## config.mk

```make
export PLATFORM = sky130hd
export DESIGN_NAME = sam_misc_loader
export DESIGN_NICKNAME = d
export VERILOG_FILES = /design/src/rtl/sam_misc_loader.sv
export SDC_FILE = /design/constraint.sdc
export NUM_CORES = 1
export LEC_CHECK = 0
export ABC_AREA = 0
export ABC_CLOCK_PERIOD_IN_PS = 3800
export CELL_PAD_IN_SITES_DETAIL_PLACEMENT = 0
export CELL_PAD_IN_SITES_GLOBAL_PLACEMENT = 1
export CORE_AREA = 5 5 161 163
export DETAILED_ROUTE_END_ITERATION = 8
export DIE_AREA = 0 0 166 168
export GPL_ROUTABILITY_DRIVEN = 0
export PLACE_DENSITY = 0.87
export SYNTH_ARGS = -nofsm -noshare
export SYNTH_HDL_FRONTEND = slang
export SYNTH_SLANG_ARGS = --single-unit
```

## constraint.sdc

```tcl
create_clock -name clk -period 3.8 [get_ports clk]
set_input_delay 0.38 -clock clk [delete_from_list [all_inputs] [get_ports clk]]
set_output_delay 0.38 -clock clk [all_outputs]
set_load 0.02 [all_outputs]
```

## src/rtl/sam_misc_loader.sv

```systemverilog
// sam_misc_loader: buffers the HPS download stream and a hardware fill engine into
// single-byte writes on the SDRAM controller's edge-triggered misc port.
module sam_misc_loader #(
   parameter logic [24:0] BASE     = 25'h0000000,
   parameter logic [24:0] FILL_MAX = 25'h1FFFFFF
) (
   input  logic        clk,
   input  logic        reset,
   input  logic        ioctl_download,
   input  logic        ioctl_wr,
   input  logic [24:0] ioctl_addr,
   input  logic [7:0]  ioctl_dout,
   output logic        ioctl_wait,
   input  logic        fill_start,
   input  logic [24:0] fill_addr,
   input  logic [24:0] fill_len,
   input  logic [7:0]  fill_val,
   output logic        fill_busy,
   output logic        done,
   output logic        overflow,
   output logic [24:0] misc_addr,
   output logic [7:0]  misc_din,
   output logic        misc_we,
   output logic        misc_rd,
   input  logic        misc_busy
);
   typedef enum logic [2:0] {IDLE, REQ, SETTLE, WAIT, RELEASE} state_t;
   state_t      state;
   logic [24:0] q_addr [4];
   logic [7:0]  q_data [4];
   logic [1:0]  wp, rp;
   logic [2:0]  cnt;
   logic [24:0] fill_ptr, fill_rem;
   logic [7:0]  fill_byte;
   logic        cur_fill, dl_q, fb_q, arm;
   logic        push, take_fill, take_fifo, fill_ok, dl_done;

   assign misc_rd = 1'b0;

   always_comb begin
      push      = ioctl_wr && cnt != 3'd4;
      take_fill = state == IDLE && fill_busy && fill_rem != 25'd0;
      take_fifo = state == IDLE && !fill_busy && cnt != 3'd0;
      fill_ok   = fill_start && fill_len != 25'd0 && !fill_busy && !ioctl_download;
      dl_done   = arm && cnt == 3'd0 && state == IDLE;
   end

   always_ff @(posedge clk) begin
      if (push) begin
         q_addr[wp] <= ioctl_addr + BASE;
         q_data[wp] <= ioctl_dout;
      end
   end

   always_ff @(posedge clk or posedge reset) begin
      if (reset) begin
         state      <= IDLE;
         wp         <= 2'd0;
         rp         <= 2'd0;
         cnt        <= 3'd0;
         fill_ptr   <= 25'd0;
         fill_rem   <= 25'd0;
         fill_byte  <= 8'd0;
         fill_busy  <= 1'b0;
         cur_fill   <= 1'b0;
         dl_q       <= 1'b0;
         fb_q       <= 1'b0;
         arm        <= 1'b0;
         done       <= 1'b0;
         overflow   <= 1'b0;
         ioctl_wait <= 1'b0;
         misc_addr  <= 25'd0;
         misc_din   <= 8'd0;
         misc_we    <= 1'b0;
      end else begin
         dl_q       <= ioctl_download;
         fb_q       <= fill_busy;
         wp         <= push ? wp + 2'd1 : wp;
         rp         <= take_fifo ? rp + 2'd1 : rp;
         cnt        <= cnt + {2'b0, push} - {2'b0, take_fifo};
         overflow   <= overflow | (ioctl_wr && cnt == 3'd4);
         ioctl_wait <= cnt >= 3'd3 || fill_busy;
         arm        <= (arm & ~dl_done) | (dl_q & ~ioctl_download);
         done       <= (fb_q & ~fill_busy) | dl_done;
         if (fill_ok) begin
            fill_ptr  <= fill_addr + BASE;
            fill_rem  <= fill_len > FILL_MAX ? FILL_MAX : fill_len;
            fill_byte <= fill_val;
            fill_busy <= 1'b1;
         end
         case (state)
            IDLE: begin
               if (take_fill) begin
                  misc_addr <= fill_ptr;
                  misc_din  <= fill_byte;
                  fill_ptr  <= fill_ptr + 25'd1;
                  fill_rem  <= fill_rem - 25'd1;
                  cur_fill  <= 1'b1;
                  misc_we   <= 1'b1;
                  state     <= REQ;
               end else if (take_fifo) begin
                  misc_addr <= q_addr[rp];
                  misc_din  <= q_data[rp];
                  cur_fill  <= 1'b0;
                  misc_we   <= 1'b1;
                  state     <= REQ;
               end
            end
            REQ:     state <= SETTLE;
            SETTLE:  state <= WAIT;
            WAIT: begin
               if (!misc_busy) begin
                  misc_we <= 1'b0;
                  state   <= RELEASE;
                  // last fill byte leaves the engine as its write is released
                  if (cur_fill && fill_rem == 25'd0) fill_busy <= 1'b0;
               end
            end
            RELEASE: state <= IDLE;
            default: state <= IDLE;
         endcase
      end
   end
endmodule

```

==> flow_summary.json <==
{
  "outcome": "complete, no violations",
  "yosysMostFrequentCell": "edfxtp_1",
  "syn_avg_cell_area_um2": 13.1,
  "synth_cell_types": 64,
  "synthCells": 817,
  "p_per_area_mw_per_mm2": 741,
  "dp_hpwl_um": 17500,
  "synth_ff_type": "edfxtp_1",
  "insertion_delay_ns": 0.53,
  "r2r_start": "fill_rem[19]",
  "numCtsBuffers": 26,
  "drtPass1Iterations": 5,
  "grt_pass1_wl_um": 41600,
  "grt_pass1_vias": 7312,
  "worstPathRequired_ns": 4.20,
  "finalSetupTns_ns": 0,
  "final_hold_viol_count": 0,
  "synth-edff-count": 132,
  "cp-start-kind": "flip-flop",
  "grt_max_degree": 66,
  "finalWirelength_um": 25700,
  "rsz0062_at_grt": "false",
  "yosysSeqAreaShare_pct": 62.9,
  "fin_skew_ns": 0.0173,
  "design.die.area_mm2": 0.0279,
  "die_w_um": 166,
  "hp-class": "in2async",
  "synth_top_area_share_pct": 37.1,
  "synth_common_cells": "edfxtp_1 (132), dfrtp_1 (110), nand2_1 (85)",
  "cts.sinks": 242,
  "antenna_left": 0,
  "synthToLayoutAreaGrowth_pct": 24.0,
  "cts_tree": "done",
  "drive_above_1_share_pct": 11.8,
  "row_count": 57,
  "slew_headroom_pct": 45.4,
  "worst_slew_pin_slew_ns": 0.813,
  "synth-seq-cells": 242,
  "antenna_found_initial": 0,
  "drv_cap": 0,
  "leakagePower_nw": 4.77,
  "initial_core_util_pct": 44.1,
  "coreArea_mm2": 0.0242,
  "synth_largest_area_cell": "edfxtp_1",
  "setup_ws_ns": 0.764,
  "postCtsSetupBuffers": 0,
  "ys_async_sr_fraction_pct": 45.5,
  "clkTransAtPathRegs_ns": 0.06,
  "wl_per_cell_um": 19.8,
  "io_pins": 136,
  "cts_resized": 0,
  "dp_slack_ns": 0.785,
  "fin_crit_sh_pct": 79.9,
  "setup_violations": 0,
  "worstPathArrival_ns": 3.44,
  "syn_nets": 924,
  "port_buffers": 134,
  "layout_min_cycle_time_ns": 3.04,
  "vias": 7139,
  "vias_per_cell": 5.50,
  "peakVddDrop_uv": 352,
  "grt-ovfl-total": 0,
  "fin_nets": 1062,
  "final_max_slew_viol_count": 0,
  "synth_area_leaders": "edfxtp_1 (37%), dfrtp_1 (26%), mux4_2 (7.0%)",
  "fillers": 2010,
  "grt_usage_pct": 18.4,
  "endpoint_kind": "flip-flop",
  "r2r_cells": 6,
  "timing.fmax_mhz": 329,
  "num_antenna_cells": 0,
  "h-tree-depth": 1,
  "crit_start": "fill_rem[19]",
  "clockBufferDepth": 3,
  "drcViolationCount": 0,
  "synth_area_mm2": 0.0107,
  "crit_type": "reg2reg",
  "yosysWarnings": 0,
  "initialDrtViolationCount": 640,
  "cts_root_buffer": "clkbuf_16",
  "critPathMaxFanout": 40,
  "die_h_um": 168,
  "cts_hold_buffers": 0
}
==> cells by family (layout without fill, tap and decap cells) <==
logic type	count (synthesis)	in the layout	share of synthesized area, %
xor+xnor	4	4	0.328
mux	86	86	12.0
compound gates	127	127	8.45
fa+ha+maj	10	10	1.24
flops	242	242	62.9
buf+inv	83	240	3.26
simple gates	264	264	11.8
other cells	1	1	0.0351
==> final timing paths <==
kind | to | slack (ns)
worst max-delay path | fill_ptr[11] | 0.76
worst min-delay path | dl_q | 0.31
worst max register to register | fill_ptr[11] | 0.76
worst min register to register | fill_byte[5] | 0.48
max in group asynchronous | misc_addr[12] | 2.66
min in group clk | dl_q | 0.36
==> flip-flops by register name (all words and copies together), names as in the netlist, 8 cells and up <==
name	cells
misc_addr	25
q_addr	100
fill_ptr	25
misc_din	8
fill_rem	25
fill_byte	8
q_data	32
==> worst max-delay path, stage by stage, from the launching register on <==
cell and delay (ns):
dfrtp_1 0.44, or4_1 0.51, or4b_4 0.56, o31a_2 0.57, buf_4 0.37, mux2i_1 0.17
o221a_2 0.26
==> stage by stage <==
| step | instances | hold slack, ns | total power, W | instance area (um^2) | utilization, % |
|---|---|---|---|---|---|
| 3_3_place_gp | 1251 | 0.454 | 0.00735 | 12400 | 51.3 |
| 3_5_place_dp | 1251 | 0.463 | 0.00745 | 12400 | 51.3 |
| 5_1_grt | 1298 | 0.369 | 0.0104 | 13200 | 54.7 |
| 2_1_floorplan | 817 | 0.411 | 0.00622 | 10700 | - |
| 6_report | 1298 | 0.311 | 0.00981 | 13200 | 54.7 |
| 4_1_cts | 1298 | 0.340 | 0.00991 | 13200 | 54.7 |
==> routing by layer <==
layer / up-vias / share of wire [%] / track usage [%]
li1: 3369 / - / -
met3: 24 / 7.0 / 4.24
met2: 221 / 48 / 30.1
met5: - / 0 / 0
met4: 0 / 1.1 / 3.01
met1: 3525 / 44 / 25.8
==> report_power, final <==
| group | switching (W) | internal [W] | leakage (nW) |
|---|---|---|---|
| Combinational | 0.00166 | 0.00144 | 1.88 |
| Clock | 0.00101 | 0.00142 | 0.402 |
| Sequential | 0.000662 | 0.00362 | 2.49 |
| Total | 0.00333 | 0.00648 | 4.77 |
==> final cells by class <==
type,count,area (um^2),share of cell area [%]
Clock buffer,30,687,5.19
Clock inverter,17,136,1.03
Inverter,38,145,1.10
Multi-Input combinational cell,492,3620,27.4
Sequential cell,242,6720,50.8
Tap cell,324,405,3.06
Timing Repair Buffer,155,1520,11.5
==> layout by cell type (no fill, tap or decap), types with 8 or more instances in the layout <==
cell,count
mux4_2,33
o22ai_1,26
o21ai_0,24
nand3_1,18
o32ai_1,8
nor2_1,51
edfxtp_1,132
nand2_1,85
mux2i_1,51
clkdlybuf4s50_1,134
a21oi_1,17
o221a_2,9
nor3_1,50
dfrtp_1,109
nand4_1,12
a211oi_1,8
inv_1,36
ha_1,9
buf_4,19
clkbuf_16,27
nor4_1,12
No activity file was read; power rests on OpenSTA's default activity.
